[src/rtl/multi_delay_timer.sv]
// rtl/multi_delay_timer.sv - multi-channel programmable delay timer sharing one base-tick prescaler
module multi_delay_timer #(
    parameter int NUM_CH      = 4,
    parameter int CNT_W       = 8,
    parameter int TICK_PERIOD = 500000,
    parameter int TICK_W      = 20
) (
    input  logic                    clk,
    input  logic                    reset_n,
    input  logic                    enable,
    input  logic [NUM_CH-1:0]       start,
    input  logic [NUM_CH-1:0]       abort,
    input  logic [NUM_CH-1:0]       periodic,
    input  logic [NUM_CH*CNT_W-1:0] delay,
    output logic [NUM_CH-1:0]       done,
    output logic [NUM_CH-1:0]       done_pulse,
    output logic [NUM_CH-1:0]       busy,
    output logic [NUM_CH*CNT_W-1:0] remaining
);

    localparam logic [TICK_W-1:0] PRESC_LAST = TICK_W'(TICK_PERIOD - 1);

    typedef enum logic {IDLE, RUN} state_t;

    logic [TICK_W-1:0] presc;
    logic              tick;

    // Free-running shared prescaler; only reset realigns it, so start-to-first-tick jitters.
    assign tick = enable && (presc == PRESC_LAST);

    always_ff @(posedge clk or negedge reset_n) begin
        if (!reset_n) begin
            presc <= '0;
        end else if (enable) begin
            presc <= (presc == PRESC_LAST) ? '0 : presc + 1'b1;
        end
    end

    assign done = ~busy;

    for (genvar g = 0; g < NUM_CH; g++) begin : g_ch
        state_t           state;
        logic [CNT_W-1:0] rem;
        logic [CNT_W-1:0] lat_delay;
        logic             lat_per;
        logic             pulse;
        logic [CNT_W-1:0] din;

        assign din = delay[g*CNT_W +: CNT_W];

        // Priority abort > start > tick; a zero-delay start expires immediately.
        always_ff @(posedge clk or negedge reset_n) begin
            if (!reset_n) begin
                state     <= IDLE;
                rem       <= '0;
                lat_delay <= '0;
                lat_per   <= 1'b0;
                pulse     <= 1'b0;
            end else begin
                pulse <= 1'b0;
                if (abort[g]) begin
                    state <= IDLE;
                    rem   <= '0;
                end else if (start[g]) begin
                    if (din != '0) begin
                        lat_delay <= din;
                        lat_per   <= periodic[g];
                        rem       <= din;
                        state     <= RUN;
                    end else begin
                        rem   <= '0;
                        state <= IDLE;
                        pulse <= 1'b1;
                    end
                end else if (state == RUN && tick) begin
                    if (rem > CNT_W'(1)) begin
                        rem <= rem - CNT_W'(1);
                    end else begin
                        pulse <= 1'b1;
                        if (lat_per) begin
                            rem <= lat_delay;
                        end else begin
                            rem   <= '0;
                            state <= IDLE;
                        end
                    end
                end
            end
        end

        assign busy[g]                      = (state == RUN);
        assign done_pulse[g]                = pulse;
        assign remaining[g*CNT_W +: CNT_W]  = rem;
    end

endmodule

[config.mk]
export PLATFORM = sky130hd
export DESIGN_NAME = multi_delay_timer
export DESIGN_NICKNAME = d
export VERILOG_FILES = /design/src/rtl/multi_delay_timer.sv
export SDC_FILE = /design/constraint.sdc
export NUM_CORES = 1
export LEC_CHECK = 0
export ABC_AREA = 0
export CAP_MARGIN = 10
export CORE_MARGIN = 5
export CORE_UTILIZATION = 49
export DETAILED_ROUTE_END_ITERATION = 10
export HOLD_SLACK_MARGIN = 0.12
export PLACE_DENSITY = 0.8
export SYNTH_ARGS = -nofsm -noshare
export SYNTH_HDL_FRONTEND = slang
export SYNTH_SLANG_ARGS = --single-unit
[constraint.sdc]
create_clock -name clk -period 2.1 [get_ports clk]
set_input_delay 0.42 -clock clk [delete_from_list [all_inputs] [get_ports clk]]
set_output_delay 0.42 -clock clk [all_outputs]
set_load 0.01 [all_outputs]
Word level (Yosys, flattened, before mapping)
Cells that the tools add are included.

storage, ports and cells
  register bits = 96
  input port bits = 47
  output and inout bits = 44
  word-level logic and storage cells = 134

cells by class
  $add $sub $neg = 5
  order comparisons = 4
  eq/ne operators = 9
  multiplexer cells = 69
  bitwise operators = 5
  reductions and logical operators = 21

operator list
  cell                   number
  $mux 8                 24
  $mux 1                 44
  $gt 8x1->1 const B     4
  $reduce_bool 8->1      4
  $sub 8x1->8 const B    4
  $ne 3x3->1 const B     8
  $reduce_and 3->1       8
  $add 20x1->20 const B  1
  $eq 20x19->1 const B   1
  $mux 20                1
  $reduce_bool 3->1      4
  $logic_and 1x1->1      5
  $not 1->1              4
  $not 4->4              1

Logic depth before layout (Yosys ltp)
Gate-level depths: netlist (run 1).

  depth in word-level cells = 6
  depth in mapped cells = 8
  mapped depth without buffers = 7

Worst setup path before layout (run 1)
OpenSTA, ideal clock, no wires.

  kind = register to register
  from = reg g_ch[1].rem[0]
  to = reg g_ch[1].rem[5]
  library setup time = 0.111 ns
  data arrival time = 2.018 ns
  setup slack = -0.029 ns
  stages on the path, launching flop included = 8
  path buffers = 0
  path through = dfrtp_1 inv_1 ha_1 or2_2 a2111oi_0 a21oi_1 and4_1 a2111oi_2

between the ends
  longest elaborated chain between the ends = 5
  elaborated cells between the ends (all ways) = 6
  those cells by class = add/sub: 1; order compare: 1; mux: 4

ends and longest elaborated chain
  element                                           RTL line  source
  start, declared                                   43        logic [CNT_W-1:0] rem;
  start signal, assigned                            68        rem <= din;
  start signal, assigned                            77        rem <= rem - CNT_W'(1);
  start signal, assigned                            81        rem <= lat_delay;
  $sub 8x1->8 / $gt 8x1->1 (equally long branches)  77, 76
  $mux 8 (*)                                        76        if (rem > CNT_W'(1)) begin
  $mux 8 (*)                                        75        end else if (state == RUN && tick) begin
  $mux 8 (*)                                        64        end else if (start[g]) begin
  $mux 8 (*)                                        61        if (abort[g]) begin

Mark *: on every way between the ends. The rest lies on a longest branch, timed or not. The select of a mux whose other input is x is not followed.
A chain may end at the register's enable or synchronous reset.

Worst setup path after layout (run 1)
  from = reg presc[14]
  to = reg g_ch[2].pulse

between the ends
  longest elaborated chain between the ends = 6

ends and longest elaborated chain
  element                 RTL line  source
  start, declared         25        logic [TICK_W-1:0] presc;
  start signal, assigned  35        presc <= (presc == PRESC_LAST) ? '0 : presc + 1'b1;
  $eq 20x19->1            29        assign tick = enable && (presc == PRESC_LAST);
  $logic_and 1x1->1       29
  $logic_and 1x1->1       75
  $mux 1                  75
  $mux 1                  64
  $mux 1                  61
  end signal, assigned    60        pulse <= 1'b0;
  end signal, assigned    73        pulse <= 1'b1;
  end signal, assigned    79        pulse <= 1'b1;
  end, declared           46        logic pulse;

Every way passes these cells.

==> impl_metrics.toml, run 1 <==
[yosys]
synth_cell_types = 60
synth_top_family_by_area = "simple AND/OR/NAND/NOR gates"
synth_top_area_frac = 0.4413
synthAdderAreaFrac = 0.02068
synth-main-ff-cell = "dfrtp_1"
ys_ff_latch = 96
synth_warnings = 0
synth_edf_count = 0
synth_largest_area_cell = "dfrtp_1"
syn_inst = 581
synth_area_um2 = 5444
synth-simple-area-share = 0.2351
syn_area_per_cell_um2 = 9.370
syn-num-nets = 637
seq_area_frac_synth = 0.4413
synthMuxAreaShare = 0.02114
async_flop_share = 1.000
synth_area_leaders = "dfrtp_1, nand2_1, a22o_1, xnor2_1, o21ai_0"
synthXorXnorAreaFrac = 0.03379
synth-compound-area-share = 0.2000

[die]
die_area_um2 = 13320
num_io_pins = 91
initial_core_util = 0.5000
die_w_um = 115.4
die_h_um = 115.4
core_um2 = 10890
rows = 38

[pwr]
power_density_nw_per_um2 = 655.0
p_leak_uw = 0.003325
peakVddDrop_mv = 0.4080

[cells_and_area]
diodes = 0
design_area_um2 = 7676
syn2layout_area_growth_pct = 41.00
drive_above_1_share = 0.2362
nets = 792

[routing]
drt_iter0_drc = 509
drc_errors = 0
num_vias = 5554
ant_nets = 0
vias_per_cell = 6.304
wl_per_cell_um = 19.07
wl_um = 16800
first_pass_iters = 5

[worst_setup_path]
cpPeakStageDelay_ns = 0.55
critPathKind = "flop to flop"
cp_slowest_cell = "or4b_4"
crit_cells = 6
reg2regPathDepth = 6
cp-startpoint = "presc[14]$_DFFE_PN0P_"
rrSetupSlack_ns = -0.10
critPathLaunchType = "flop"
crit_fanout = 7
cp_num_buf_inv = 1
cp.arrival_ns = 2.49
end_kind = "flop"
worstPathCellList = "or4b_4 > nor4_4 > buf_6 > nand3_4 > or3_4 > a21oi_2"
worstReg2RegEnd = "g_ch[2].pulse$_DFF_PN0_"
cp_data_required_time_ns = 2.39
r2r_start = "presc[14]$_DFFE_PN0P_"
cp_top_family = "simple AND/OR/NAND/NOR gates"
endpoint = "g_ch[2].pulse$_DFF_PN0_"

[clock_tree]
root_buffer = "clkbuf_8"
htree_levels = 3
cts_buffer_depth = 2
clkSlewWorstSetupHoldPaths_ns = 0.10
cts-buffers-inserted = 9
worstSkewPairLatency_ns = 0.37
clock_sinks = 96
cts_tree = "yes"

[place]
preCtsSetupSlack_ns = -0.2091
place_area_um2 = 6948
dpl.hpwl_um = 10860
gp_congestion = 0.9703
io_buffers = 90

[sta]
final-setup-viol-count = 30
tightest_slew_ns = 0.9071
setup_slack_ns = -0.1011
fin_crit_ns = 2.201
post-route-period-util = 1.048
hold_ws_ns = 0.4566
slew_violations = 0
finalHoldViolCount = 0
rsz0062_at_grt = "true"
skew_ns = 0.02232
max_clock_freq_mhz = 454.3
fin_setup_tns_ns = -1.431
relSlewSlack = 0.3931

[min_path]
holdCritPathClass = "input port to asynchronous set/reset pin"

[run]
drv_cap = 0

[grt]
grt_pass1_vias = 5337
gr-total-overflow = 0
grt_pass1_wl_um = 25340
antenna_found_initial = 0
grt_max_degree = 60
track_usage = 0.2322

[outcome]
failed_checks = "setup timing"
status = "finished with violations"
-- cell usage after synthesis, types with 3 or more instances --
master	number
or4_1	5
a21oi_1	24
inv_1	22
a22o_1	20
buf_4	8
o311ai_0	5
xnor2_1	15
ha_1	9
o211ai_1	5
nor2b_1	11
a211oi_1	4
a211o_1	3
a2bb2oi_1	4
nor3_1	17
buf_2	4
a21o_1	4
mux2_2	4
nand3_4	4
nand3_1	17
nand4_1	10
o21ai_0	25
and3_1	14
a2111oi_2	3
mux2i_1	7
dfrtp_1	96
nand2_1	80
a31oi_1	11
or3_1	7
nor3b_1	5
a32oi_1	12
or2_2	7
nor2_1	26
nor4_1	16
a221oi_1	4
o31ai_1	12
xor2_1	6
clkbuf_1	20
and4_1	4
-- registers in the layout (all words and copies together), names as in the netlist --
signal / cells
g_ch.lat_delay: 32
g_ch.state: 4
g_ch.pulse: 4
presc: 20
g_ch.rem: 32
g_ch.lat_per: 4
-- how the worst min path moves through the flow --
stage                       start                                to  slack (ns)  cells past startpoint
after detailed placement  reset_n  g_ch[0].lat_delay[6]$_DFFE_PN0P_        0.31                      1
after global placement    reset_n  g_ch[0].lat_delay[6]$_DFFE_PN0P_        0.31                      1
final                     reset_n  g_ch[0].lat_delay[6]$_DFFE_PN0P_        0.46                      2
after CTS                 reset_n  g_ch[0].lat_delay[6]$_DFFE_PN0P_        0.46                      2
after floorplan           reset_n  g_ch[0].lat_delay[0]$_DFFE_PN0P_        0.12                      0
after global routing      reset_n  g_ch[0].lat_delay[6]$_DFFE_PN0P_        0.46                      2
-- stage by stage --
step	total power, uW	util	cells
2_1_floorplan	2850	-	581
3_3_place_gp	3363	0.6381	851
3_5_place_dp	3409	0.6381	851
4_1_cts	4927	0.6713	871
5_1_grt	5258	0.7050	881
6_report	5028	0.7050	881
-- cell type report --
| class | instances | area, um^2 |
|---|---|---|
| inverters | 22 | 82.58 |
| flip-flops and latches | 96 | 2406 |
| well taps | 140 | 175.2 |
| fillers | 769 | 3212 |
| clock inverters | 7 | 125.1 |
| clock buffers | 9 | 123.9 |
| multi-input cells | 428 | 3117 |
| repair buffers | 179 | 1647 |
-- cells in the final DEF (no fill, tap or decap), types with 5 or more instances in the layout --
master           Yosys  final
a21oi_1             24     21
a22o_1              20     20
a31oi_1             11     10
a32oi_1             12      7
a32oi_2              0      5
and3_1              14     10
buf_4                8     79
buf_6                1      6
clkbuf_8             0      9
clkdlybuf4s50_1      0     89
dfrtp_1             96     93
ha_1                 9      9
inv_1               22     22
mux2i_1              7      7
nand2_1             80     78
nand3_1             17     17
nand4_1             10     10
nor2_1              26     26
nor2b_1             11     11
nor3_1              17     12
nor4_1              16     15
o211ai_1             5      5
o21ai_0             25     16
o21ai_1              0      7
o31ai_1             12     10
or2_2                7      7
xnor2_1             15     15
xor2_1               6      6
-- metal layers --
metal | share of wire | GRT usage | vias to the layer above
met2 | 0.50 | 0.3850 | 319
met3 | 0.086 | 0.03789 | 41
met4 | 0.020 | 0.07903 | 0
li1 | - | - | 2475
met1 | 0.39 | 0.3106 | 2719
met5 | 0 | 0 | -
-- cells by family after synthesis --
kind of cell | after synthesis
simple gates | 236
flops | 96
buf+inv | 58
xor+xnor | 21
mux | 11
compound gates | 150
fa+ha+maj | 9
-- repair_timing --
action                     CTS  global route
hold buffers                 1             0
buffers inserted             3             8
hold endpoints to repair    17             0
pin swaps                   12            21
setup endpoints to repair   31            42
cloned                       0             2
gates resized for setup     26            54
-- power by group --
group	internal [uW]	switching (uW)	total, uW
logic	637	631	1270
clock network	806	696	1500
registers	2030	228	2260
Note: power is estimated with default switching activity, not from simulation.
==> run 2: changes to the inputs <==
- CELL_PAD_IN_SITES_DETAIL_PLACEMENT: unset -> 1
- CELL_PAD_IN_SITES_GLOBAL_PLACEMENT: unset -> 2
- CORE_UTILIZATION: 49 -> 30
- GPL_ROUTABILITY_DRIVEN: unset -> 0
==> run 2 against run 1 <==
The flow still finishes with violations (setup timing). Worst setup slack lost 0.082 ns. Clock skew shrank 0.016 ns. Sequential cell count unchanged. Clock power increased by 27%. Worst hold slack gained 0.027 ns. Cell count increased by 12%. Combinational power barely moved. Largest power group unchanged. Total power up 8.2%. Critical path type unchanged.
==> impl_metrics.toml, run 2 (synthesis gave the netlist of run 1 again) <==
[place]
preCtsSetupSlack_ns = -0.2236
io_buffers = 90
place_area_um2 = 7222
dpl.hpwl_um = 13570

[die]
die_h_um = 144.7
num_io_pins = 91
core_um2 = 17900
die_w_um = 144.7
rows = 49
die_area_um2 = 20940
initial_core_util = 0.3041

[grt]
grt_max_degree = 61
gr-total-overflow = 0
grt_pass1_wl_um = 30130
track_usage = 0.1801
antenna_found_initial = 0
grt_pass1_vias = 5901

[outcome]
failed_checks = "setup timing"
status = "finished with violations"

[routing]
vias_per_cell = 5.465
first_pass_iters = 5
drt_iter0_drc = 227
num_vias = 5394
drc_errors = 0
wl_per_cell_um = 19.01
ant_nets = 0
wl_um = 18760

[cells_and_area]
final.fill_count = 2030
syn2layout_area_growth_pct = 45.44
diodes = 0
layout_common_cells = "buf_4, dfrtp_1, clkdlybuf4s50_1"
drive_above_1_share = 0.2348
design_area_um2 = 7918
reg_top3 = "g_ch.lat_delay (32), g_ch.rem (32), presc (20)"
final_common_cell = "buf_4"
nets = 810

[sta]
skew_ns = 0.006139
post-route-period-util = 1.087
max_clock_freq_mhz = 438.1
rsz0062_at_grt = "true"
tightest_slew_ns = 0.6402
slew_violations = 0
setup_slack_ns = -0.1827
fin_crit_ns = 2.283
relSlewSlack = 0.5716
finalHoldViolCount = 0
final-setup-viol-count = 35

[worst_setup_path]
r2r_start = "presc[14]$_DFFE_PN0P_"
critPathKind = "flop to flop"
cp_data_required_time_ns = 2.32
cp-startpoint = "presc[14]$_DFFE_PN0P_"
cp.arrival_ns = 2.50
critPathLaunchType = "flop"
end_kind = "flop"
crit_fanout = 6

[clock_tree]
worstSkewPairLatency_ns = 0.34
clkSlewWorstSetupHoldPaths_ns = 0.07
htree_levels = 3
clock_sinks = 96
cts-buffers-inserted = 9
cts_buffer_depth = 2
cts_tree = "yes"
root_buffer = "clkbuf_16"

[pwr]
peakVddDrop_mv = 0.3981
power_density_nw_per_um2 = 687.4
p_leak_uw = 0.003427

[run]
drv_cap = 0

[min_path]
min-delay-start = "g_ch[0].lat_delay[0]$_DFFE_PN0P_"
holdCritPathClass = "flop to flop"
[run 2: area by class of cell]
cell class / count / area [um^2] / area share
timing repair buffer: 197 / 1780 / 0.2249
clock inverter: 3 / 90.09 / 0.01138
sequential: 96 / 2404 / 0.3036
clock buffer: 12 / 246.5 / 0.03113
tap: 229 / 286.5 / 0.03619
inverter: 22 / 82.58 / 0.01043
multi-input combinational: 428 / 3028 / 0.3824
[run 2: final timing paths]
kind	cells past startpoint	to	slack, ns
max in group asynchronous	3	g_ch[1].rem[0]$_DFFE_PN0P_	0.89
min	2	g_ch[0].lat_delay[0]$_DFFE_PN0P_	0.48
max	7	g_ch[0].rem[0]$_DFFE_PN0P_	-0.18
max reg2reg	7	g_ch[0].rem[0]$_DFFE_PN0P_	-0.18
min reg2reg	2	g_ch[0].lat_delay[0]$_DFFE_PN0P_	0.48
min in group asynchronous	2	g_ch[0].lat_delay[5]$_DFFE_PN0P_	0.53
[run 2: timing repair]
item | CTS | global route
pin swaps | 15 | 13
endpoints found under the hold margin | 23 | 0
cloned | 0 | 1
hold buffers | 1 | 0
buffers inserted | 5 | 5
setup endpoints to repair | 41 | 45
resized for setup | 32 | 30
[run 2: metrics by stage]
stage	setup TNS (ns)	hold slack, ns	std cells	util	total power (uW)
detailed placement	-4.214	0.3643	960	0.4034	3502
floorplan	0	0.1244	581	-	2850
CTS	-2.347	0.4849	981	0.4311	5462
finish	-2.625	0.4837	987	0.4423	5442
global placement	-1.953	0.3664	960	0.4034	3438
global route	-6.534	0.5133	987	0.4423	5722
[run 2: per-layer routing]
layer | GRT usage | routed length, um
met1 | 0.2296 | 8230
met2 | 0.3150 | 9413
met3 | 0.03286 | 830
met4 | 0.04811 | 283
met5 | 0 | 0
[run 2: worst max-delay path: stages, from the launching register on]
cell and delay [ns]:
dfrtp_1 0.39, or4b_4 0.55, nor4_4 0.32, buf_4 0.23, nand3_4 0.15, buf_4 0.19, o211ai_1 0.21, a2bb2oi_1 0.12
[run 2: power by group]
part	leakage [uW]	total (uW)	switching, uW	internal, uW
Clock	0.000163	1910	714	1190
Sequential	0.00124	2250	220	2030
Combinational	0.00203	1280	642	642
